### config.mk
export PLATFORM = sky130hd
export DESIGN_NAME = cmp_arbiter_ctrl
export DESIGN_NICKNAME = d
export VERILOG_FILES = /design/src/rtl/cmp_arbiter_ctrl.sv
export SDC_FILE = /design/constraint.sdc
export NUM_CORES = 1
export LEC_CHECK = 0
export BUFFER_PORTS_ARGS = -buffer_cell sky130_fd_sc_hd__buf_2
export CAP_MARGIN = 30
export CORE_UTILIZATION = 48
export CTS_BUF_LIST = sky130_fd_sc_hd__clkbuf_16
export DETAILED_ROUTE_END_ITERATION = 10
export GPL_ROUTABILITY_DRIVEN = 1
export PLACE_DENSITY_LB_ADDON = 0.08
export SYNTH_ARGS = -nofsm -noshare
export SYNTH_HDL_FRONTEND = slang
export SYNTH_SLANG_ARGS = --single-unit
### constraint.sdc
create_clock -name clk -period 3.05 [get_ports clk]
set_input_delay 0.1525 -clock clk [delete_from_list [all_inputs] [get_ports clk]]
set_output_delay 0.1525 -clock clk [all_outputs]
set_load 0.02 [all_outputs]
### src/rtl/cmp_arbiter_ctrl.sv
// Round-robin sequencer giving two requesters shared use of a subtract ALU and a compare unit.
// Latency: RESP is entered ALU_LAT+2 edges after the accept edge; one transaction per ALU_LAT+4 cycles.
// Backpressure: req_ready only in IDLE; the response is held until rsp_ready, with no accept in the handshake cycle.
module cmp_arbiter_ctrl #(
   parameter int ALU_LAT = 1,
   parameter int TAG_W   = 4
) (
   input  logic             clk,
   input  logic             rst_n,
   input  logic [1:0]       req_valid,
   output logic [1:0]       req_ready,
   input  logic [31:0]      req0_a,
   input  logic [31:0]      req0_b,
   input  logic [2:0]       req0_op,
   input  logic [TAG_W-1:0] req0_tag,
   input  logic [31:0]      req1_a,
   input  logic [31:0]      req1_b,
   input  logic [2:0]       req1_op,
   input  logic [TAG_W-1:0] req1_tag,
   output logic [31:0]      alu_a,
   output logic [31:0]      alu_b,
   output logic             alu_start,
   input  logic             alu_carry,
   input  logic             alu_zero,
   input  logic             alu_diff,
   output logic             cmp_a31,
   output logic             cmp_b31,
   output logic             cmp_carry,
   output logic             cmp_zero,
   output logic             cmp_diff,
   output logic [2:0]       cmp_op,
   input  logic             cmp_out,
   output logic             rsp_valid,
   input  logic             rsp_ready,
   output logic             rsp_result,
   output logic             rsp_id,
   output logic [TAG_W-1:0] rsp_tag,
   output logic             rsp_illegal
);

   localparam int               CNT_W    = (ALU_LAT > 1) ? $clog2(ALU_LAT) : 1;
   localparam logic [CNT_W-1:0] CNT_INIT = CNT_W'(ALU_LAT - 1);

   typedef enum logic [2:0] {
      S_IDLE    = 3'd0,
      S_ISSUE   = 3'd1,
      S_WAIT    = 3'd2,
      S_RESOLVE = 3'd3,
      S_RESP    = 3'd4
   } state_t;

   state_t           state_q, state_d;
   logic             ptr_q, ptr_d;
   logic [CNT_W-1:0] cnt_q, cnt_d;
   logic [31:0]      a_q, a_d;
   logic [31:0]      b_q, b_d;
   logic [2:0]       op_q, op_d;
   logic [TAG_W-1:0] tag_q, tag_d;
   logic             id_q, id_d;
   logic             cmp_a31_q, cmp_a31_d;
   logic             cmp_b31_q, cmp_b31_d;
   logic             cmp_carry_q, cmp_carry_d;
   logic             cmp_zero_q, cmp_zero_d;
   logic             cmp_diff_q, cmp_diff_d;
   logic [2:0]       cmp_op_q, cmp_op_d;
   logic             rsp_result_q, rsp_result_d;
   logic             rsp_id_q, rsp_id_d;
   logic [TAG_W-1:0] rsp_tag_q, rsp_tag_d;
   logic             rsp_illegal_q, rsp_illegal_d;

   logic             gnt_vld;
   logic             gnt_id;
   logic             op_legal;

   // Grant: pointer-preferred requester first, otherwise whichever one is valid.
   // req_ready is gated by rst_n so it reads 0 throughout reset even if req_valid is high.
   always_comb begin
      gnt_vld   = |req_valid;
      gnt_id    = req_valid[ptr_q] ? ptr_q : ~ptr_q;
      req_ready = '0;
      if (rst_n && (state_q == S_IDLE) && gnt_vld) begin
         req_ready[gnt_id] = 1'b1;
      end
   end

   // The five encodings the compare unit understands; anything else is reported as illegal.
   always_comb begin
      case (op_q)
         3'b001, 3'b011, 3'b100, 3'b101, 3'b110: op_legal = 1'b1;
         default:                                op_legal = 1'b0;
      endcase
   end

   // Next-state and datapath capture for the IDLE-ISSUE-WAIT-RESOLVE-RESP sequence.
   always_comb begin
      state_d       = state_q;
      ptr_d         = ptr_q;
      cnt_d         = cnt_q;
      a_d           = a_q;
      b_d           = b_q;
      op_d          = op_q;
      tag_d         = tag_q;
      id_d          = id_q;
      cmp_a31_d     = cmp_a31_q;
      cmp_b31_d     = cmp_b31_q;
      cmp_carry_d   = cmp_carry_q;
      cmp_zero_d    = cmp_zero_q;
      cmp_diff_d    = cmp_diff_q;
      cmp_op_d      = cmp_op_q;
      rsp_result_d  = rsp_result_q;
      rsp_id_d      = rsp_id_q;
      rsp_tag_d     = rsp_tag_q;
      rsp_illegal_d = rsp_illegal_q;
      case (state_q)
         S_IDLE: begin
            if (gnt_vld) begin
               a_d     = gnt_id ? req1_a   : req0_a;
               b_d     = gnt_id ? req1_b   : req0_b;
               op_d    = gnt_id ? req1_op  : req0_op;
               tag_d   = gnt_id ? req1_tag : req0_tag;
               id_d    = gnt_id;
               ptr_d   = ~gnt_id;
               state_d = S_ISSUE;
            end
         end
         S_ISSUE: begin
            cnt_d   = CNT_INIT;
            state_d = S_WAIT;
         end
         S_WAIT: begin
            // Flags are only trusted on the edge that leaves WAIT.
            if (cnt_q == '0) begin
               cmp_carry_d = alu_carry;
               cmp_zero_d  = alu_zero;
               cmp_diff_d  = alu_diff;
               cmp_a31_d   = a_q[31];
               cmp_b31_d   = b_q[31];
               cmp_op_d    = op_q;
               state_d     = S_RESOLVE;
            end else begin
               cnt_d = cnt_q - CNT_W'(1);
            end
         end
         S_RESOLVE: begin
            rsp_illegal_d = ~op_legal;
            rsp_result_d  = op_legal & cmp_out;
            rsp_id_d      = id_q;
            rsp_tag_d     = tag_q;
            state_d       = S_RESP;
         end
         S_RESP: begin
            if (rsp_ready) begin
               state_d = S_IDLE;
            end
         end
         default: state_d = S_IDLE;
      endcase
   end

   // State and datapath registers; reset abandons any transaction in flight.
   always_ff @(posedge clk or negedge rst_n) begin
      if (!rst_n) begin
         state_q       <= S_IDLE;
         ptr_q         <= 1'b0;
         cnt_q         <= '0;
         a_q           <= '0;
         b_q           <= '0;
         op_q          <= '0;
         tag_q         <= '0;
         id_q          <= 1'b0;
         cmp_a31_q     <= 1'b0;
         cmp_b31_q     <= 1'b0;
         cmp_carry_q   <= 1'b0;
         cmp_zero_q    <= 1'b0;
         cmp_diff_q    <= 1'b0;
         cmp_op_q      <= '0;
         rsp_result_q  <= 1'b0;
         rsp_id_q      <= 1'b0;
         rsp_tag_q     <= '0;
         rsp_illegal_q <= 1'b0;
      end else begin
         state_q       <= state_d;
         ptr_q         <= ptr_d;
         cnt_q         <= cnt_d;
         a_q           <= a_d;
         b_q           <= b_d;
         op_q          <= op_d;
         tag_q         <= tag_d;
         id_q          <= id_d;
         cmp_a31_q     <= cmp_a31_d;
         cmp_b31_q     <= cmp_b31_d;
         cmp_carry_q   <= cmp_carry_d;
         cmp_zero_q    <= cmp_zero_d;
         cmp_diff_q    <= cmp_diff_d;
         cmp_op_q      <= cmp_op_d;
         rsp_result_q  <= rsp_result_d;
         rsp_id_q      <= rsp_id_d;
         rsp_tag_q     <= rsp_tag_d;
         rsp_illegal_q <= rsp_illegal_d;
      end
   end

   assign alu_a       = a_q;
   assign alu_b       = b_q;
   assign alu_start   = (state_q == S_ISSUE);
   assign cmp_a31     = cmp_a31_q;
   assign cmp_b31     = cmp_b31_q;
   assign cmp_carry   = cmp_carry_q;
   assign cmp_zero    = cmp_zero_q;
   assign cmp_diff    = cmp_diff_q;
   assign cmp_op      = cmp_op_q;
   assign rsp_valid   = (state_q == S_RESP);
   assign rsp_result  = rsp_result_q;
   assign rsp_id      = rsp_id_q;
   assign rsp_tag     = rsp_tag_q;
   assign rsp_illegal = rsp_illegal_q;

endmodule
==> results of run 1 <==
[per-layer routing]
layer | routed length (um) | part of all wire
met1 | 5030 | 0.41
met2 | 6092 | 0.49
met3 | 1017 | 0.082
met4 | 220 | 0.018
met5 | 0 | 0
[metrics by stage]
step,total power (W),instances,utilization,hold slack [ns]
finish,0.006363,709,0.6841,0.02291
detailed placement,0.005231,694,0.6459,0.2737
floorplan,0.004262,387,-,-0.1431
CTS,0.006404,709,0.6841,0.01259
global placement,0.005121,693,0.6426,0.2619
global route,0.006741,709,0.6841,0.03486
[flip-flops by register name (all words and copies together) (netlist names), 3 cells and up]
name and count:
alu_a 32, alu_b 32, rsp_tag 4, tag_q 4
cmp_op 3, op_q 3, state_q 3
[layout make-up]
cell class	count	area (sq um)	share of cell area
sequential	91	2277	0.4031
inverter	4	15.01	0.002658
tap	105	131.4	0.02326
multi-input combinational	251	1647	0.2915
clock inverter	5	80.08	0.01417
clock buffer	9	225.2	0.03987
timing repair buffer	244	1274	0.2255
[cells in the mapped netlist]
cell,number
dfrtp_1,91
nand2_1,75
a221o_1,71
nor3_1,71
clkbuf_1,24
mux2_2,13
buf_1,8
buf_6,8
inv_1,4
and2_1,3
o21ai_0,3
a21oi_1,2
nor2_1,2
nor3b_1,2
and4b_1,1
buf_2,1
nand3_1,1
nand3b_1,1
nor2b_1,1
o21bai_1,1
o31a_1,1
o31ai_1,1
or2_2,1
or3_1,1
[power by group]
part | internal (W) | leakage [nW] | switching (W)
Combinational | 0.00125 | 1.63 | 0.00180
Clock | 0.000707 | 0.145 | 0.000440
Sequential | 0.00180 | 1.13 | 0.000359
Total | 0.00376 | 2.90 | 0.00260
[cell families after synthesis]
| family | share of synthesized area |
|---|---|
| simple gates | 0.1741 |
| flops | 0.5510 |
| compound gates | 0.1838 |
| buf+inv | 0.05571 |
| mux | 0.03542 |
[how the worst max path moves through the flow]
stage                                  to  slack [ns]
floorplan             op_q[1]$_DFFE_PN0P_        1.32
global placement    alu_b[24]$_DFFE_PN0P_        0.90
detailed placement  alu_b[23]$_DFFE_PN0P_        0.88
CTS                          req_ready[1]        0.60
global route                 req_ready[1]        0.49
finish                       req_ready[1]        0.63
==> run_results.csv, run 1 <==
group,metric,value,unit
outcome,outcome,"finished, final reports clean",
finish,fin_area,5649,sq um
placement,placed_cell_area,5334,sq um
sta,setup_ws,0.6343,ns
cts,clock_latency,0.33,ns
sta,slew_viol_final,0,
die,coreArea,8258,sq um
min_path,holdPathEnd,"state_q[2]$_DFFE_PN0P_",
drt,dr.pass1.iters,5,
placement,dp_hpwl,8631,um
sta,rsz0062_at_grt,"false",
cts,numCtsBuffers,9,
cts,hold_buffers,1,
drt,drt_first_iter_violations,215,
placement,globalplace.congestion,0.8394,
die,die_h,94.79,um
die,rows,33,
setup_path,crit_fanout,72,
grt,antenna_found_initial,0,
drt,vias,4039,
placement,io_buffers,233,
die,pin_count,234,
finish,diodes,0,
drt,ant_nets,0,
sta,setup_tns,0,ns
setup_path,worstPathArrival,2.26,ns
setup_path,rr_endpoint,"alu_b[30]$_DFFE_PN0P_",
synth,syn_area_per_cell,10.68,sq um
setup_path,cp.required,2.90,ns
setup_path,r2r_start,"state_q[0]$_DFFE_PN0P_",
setup_path,crit_cells,5,
min_path,hp-class,"input pin to flop",
sta,worstMarginPinSlew,0.7661,ns
sta,fin_skew,0.009478,ns
die,dieArea,8985,sq um
cts,h-tree-depth,3,
setup_path,cp_top_family,"simple AND/OR/NAND/NOR gates",
finish,final_cell_mix,"232 x buf_2, 91 x dfrtp_1, 75 x nand2_1",
synth,synth_top_cell_by_area,"dfrtp_1",
setup_path,slowest_stage,"or3_2",
synth,syn-cell-area,4133,sq um
die,fp.dieW,94.79,um
sta,fin_crit,2.416,ns
synth,syn_inst,387,
setup_path,rr_worst_depth,5,
synth,yosys_warnings,0,
power,p_leak,2.900,nW
cts,ctsLongestPathBuffers,2,
die,start_util,0.5005,
setup_path,crit_path_start_kind,"flop",
grt,grt_pass1_wl,18600,um
synth,ys_types,24,
grt,use_met3,0.04267,
sta,setup_viol,0,
grt,grtUsageTotal,0.2693,
sta,maxSlewHeadroom,0.4893,
cts,cts_sinks,91,
grt,grtUsageMet1,0.3619,
synth,synth_top_area_share,0.5510,
setup_path,cp-startpoint,"state_q[0]$_DFFE_PN0P_",
finish,n_fill_cell,672,
grt,grt_pass1_vias,3683,
finish,area_growth_syn_to_layout,36.69,%
min_path,min_from,"rsp_ready",
setup_path,r2r_slack,0.87,ns
setup_path,crit_chain,"or3_2 > buf_4 > nor3b_1 > and2_1 > buf_2",
sta,fin_crit_sh,0.7920,
sta,hold_viol,0,
cts,cts_setup_buffers,0,
synth,synth.area.top_cells,"dfrtp_1 55%, a221o_1 17%, nor3_1 8.6%, nand2_1 6.8%, mux2_2 3.5%",
cts,clockRootBuffer,"clkbuf_16",
setup_path,end_kind,"output port",
finish,drive_gt1_frac,0.4536,
drt,viasPerCell,5.697,
cts,cts_resized,0,
grt,grt_max_degree,74,
cts,clk_pin_slew_worst_paths,0.06,ns
setup_path,critical_path_class,"flop to output port",
sta,fmax,0.4140,GHz
grt,gr-usage-met2,0.4400,
job,drv_cap,0,
power,p_per_area,1126,nW/um^2
grt,busiest_layer,"met2",
cts,cts_tree,"yes",
min_path,min_path_cells,2,
drt,drc,0,
synth,synth_seq_cells,91,
synth,syn_nets,538,
finish,fin_nets,752,
setup_path,critPathMaxStageDelay,0.50,ns
grt,grt-ovfl-total,0,
placement,pre_cts_ws,0.8806,ns
finish,layout_commonest_cell,"buf_2",
synth,ys_seq_area_frac,0.5510,
setup_path,crit_buf_inv,2,
drt,routedWlPerCell,17.43,um
drt,finalWirelength,12360,um
power,vdd_ir_drop_max,0.0005543,V
No activity file was read; power rests on OpenSTA's default activity.
==> run 2, diff against run 1 <==
--- a/config.mk
+++ b/config.mk
@@ -7,7 +7,7 @@
 export LEC_CHECK = 0
 export BUFFER_PORTS_ARGS = -buffer_cell sky130_fd_sc_hd__buf_2
 export CAP_MARGIN = 30
-export CORE_UTILIZATION = 48
+export CORE_UTILIZATION = 40
 export CTS_BUF_LIST = sky130_fd_sc_hd__clkbuf_16
 export DETAILED_ROUTE_END_ITERATION = 10
 export GPL_ROUTABILITY_DRIVEN = 1
==> constraint.sdc (replaced) <==
create_clock -name clk -period 2.16 [get_ports clk]
set_input_delay 0.108 -clock clk [delete_from_list [all_inputs] [get_ports clk]]
set_output_delay 0.108 -clock clk [all_outputs]
set_load 0.02 [all_outputs]
==> run_results.csv, run 2 (synthesis gave the netlist of run 1 again) <==
group,metric,value,unit
outcome,outcome,"finished, final reports clean",
power,swShare,0.4135,
drt,routedWlPerCell,16.48,um
sta,slew_viol_final,0,
finish,drive_gt1_frac,0.4434,
setup_path,r2r_start,"state_q[1]$_DFFE_PN0P_",
finish,final_cells,760,
sta,setup_ws,0.1121,ns
setup_path,rr_worst_depth,4,
cts,clk_pin_slew_worst_paths,0.07,ns
finish,layout_commonest_cell,"buf_2",
finish,final_util,0.5944,
min_path,min_path_cells,2,
grt,antenna_found_initial,0,
die,die_h,103.6,um
sta,fin_crit_sh,0.9481,
sta,worstMarginPinSlew,0.5976,ns
power,switchingPower,0.003703,W
grt,grtUsageTotal,0.2385,
setup_path,crit_path_start_kind,"flop",
sta,fin_hold_ws,0.008701,ns
setup_path,cp.required,2.05,ns
setup_path,critical_path_class,"flop to output port",
drt,drc,0,
sta,fmax,0.4883,GHz
setup_path,end_kind,"output port",
finish,n_fill_cell,897,
power,clkPwrFrac,0.169,
finish,area_growth_syn_to_layout,42.54,%
placement,dp_cells,724,
grt,grt_pass1_vias,4126,
sta,rsz0062_at_grt,"false",
die,start_util,0.4170,
finish,final_cell_mix,"232 x buf_2, 90 x dfrtp_1, 75 x nand2_1",
grt,grt_max_degree,74,
drt,ant_nets,0,
placement,pre_cts_ws,0.3004,ns
cts,cts_setup_buffers,0,
sta,setup_tns,0,ns
drt,drt_first_iter_violations,225,
die,pin_count,234,
cts,cts_tree,"yes",
job,drv_cap,0,
sta,fin_crit,2.048,ns
min_path,min_from,"req0_a[13]",
drt,finalWirelength,12530,um
setup_path,crit_fanout,11,
cts,clock_latency,0.33,ns
finish,diodes,0,
cts,ctsLongestPathBuffers,2,
cts,numCtsBuffers,9,
die,dieArea,10740,sq um
min_path,hp-class,"input pin to flop",
power,p_int,0.005252,W
cts,h-tree-depth,3,
setup_path,r2r_slack,0.33,ns
cts,clockRootBuffer,"clkbuf_16",
placement,io_buffers,233,
cts,cts_sinks,91,
setup_path,rr_endpoint,"alu_b[7]$_DFFE_PN0P_",
power,combPwrFrac,0.492,
placement,dp_hpwl,8566,um
drt,dr.pass1.iters,6,
setup_path,worstPathArrival,1.94,ns
sta,fin_skew,0.006375,ns
power,seqPwrFrac,0.339,
drt,viasPerCell,5.376,
min_path,holdPathEnd,"alu_a[13]$_DFFE_PN0P_",
die,coreArea,9910,sq um
grt,grt-ovfl-total,0,
finish,fin_nets,773,
power,p_leak,2.993,nW
sta,setup_viol,0,
placement,globalplace.congestion,0.7932,
die,rows,36,
sta,maxSlewHeadroom,0.6016,
drt,vias,4086,
die,fp.dieW,103.6,um
sta,hold_viol,0,
power,vdd_ir_drop_max,0.0006616,V
grt,grt_pass1_wl,20670,um
power,p_per_area,1520,nW/um^2
run 2: worst max-delay path by stage:
stage | from | end | slack (ns) | cells after the start
after floorplan | state_q[0]$_DFFE_PN0P_ | op_q[1]$_DFFE_PN0P_ | 0.43 | 6
after global placement | state_q[0]$_DFFE_PN0P_ | req_ready[1] | 0.33 | 5
after detailed placement | state_q[1]$_DFFE_PN0P_ | req_ready[1] | 0.30 | 5
after CTS | state_q[1]$_DFFE_PN0P_ | req_ready[1] | 0.04 | 5
after global routing | state_q[0]$_DFFE_PN0P_ | req_ready[1] | 0.009 | 5
final | state_q[1]$_DFFE_PN0P_ | req_ready[1] | 0.11 | 5
run 2: cell type report:
cell class	count	area (sq um)	area share
Clock buffer	9	225.2	0.03823
Clock inverter	7	60.06	0.01020
Inverter	4	15.01	0.002549
Multi-Input combinational cell	251	1658	0.2814
Sequential cell	91	2278	0.3868
Tap cell	133	166.4	0.02825
Timing Repair Buffer	265	1488	0.2525
run 2: metrics by stage:
step | area, sq um | total power, W
after floorplan | 4133 | 0.006018
after global placement | 5389 | 0.007350
after detailed placement | 5389 | 0.007446
after CTS | 5879 | 0.009021
after global routing | 5891 | 0.009514
final | 5891 | 0.008955
run 2: critical path, stage by stage, from the launching register on:
cell     delay [ns]
dfrtp_2        0.44
or3_2          0.50
buf_6          0.17
nor3b_4        0.19
and2_1         0.16
buf_2          0.16
run 2: layer usage:
metal | track usage | vias up | part of all wire
met1 | 0.3012 | 1945 | 0.42
li1 | - | 1929 | -
met5 | 0 | - | 0
met4 | 0.09110 | 0 | 0.019
met2 | 0.3993 | 195 | 0.48
met3 | 0.05223 | 17 | 0.075
run 2: power by group through the flow:
| stage | combinational, W | sequential (W) | clock [W] |
|---|---|---|---|
| 4_1_cts | 0.00444 | 0.00304 | 0.00155 |
| 3_5_place_dp | 0.00441 | 0.00303 | 0 |
| 6_report | 0.00440 | 0.00304 | 0.00151 |
| 3_3_place_gp | 0.00431 | 0.00304 | 0 |
| 2_1_floorplan | 0.00217 | 0.00385 | 0 |
| 5_1_grt | 0.00475 | 0.00314 | 0.00163 |
run 2: repair_timing:
action	CTS	global route
gates resized for setup	1	3
endpoints found under the hold margin	110	0
setup endpoints to repair	1	1
hold buffers	20	0
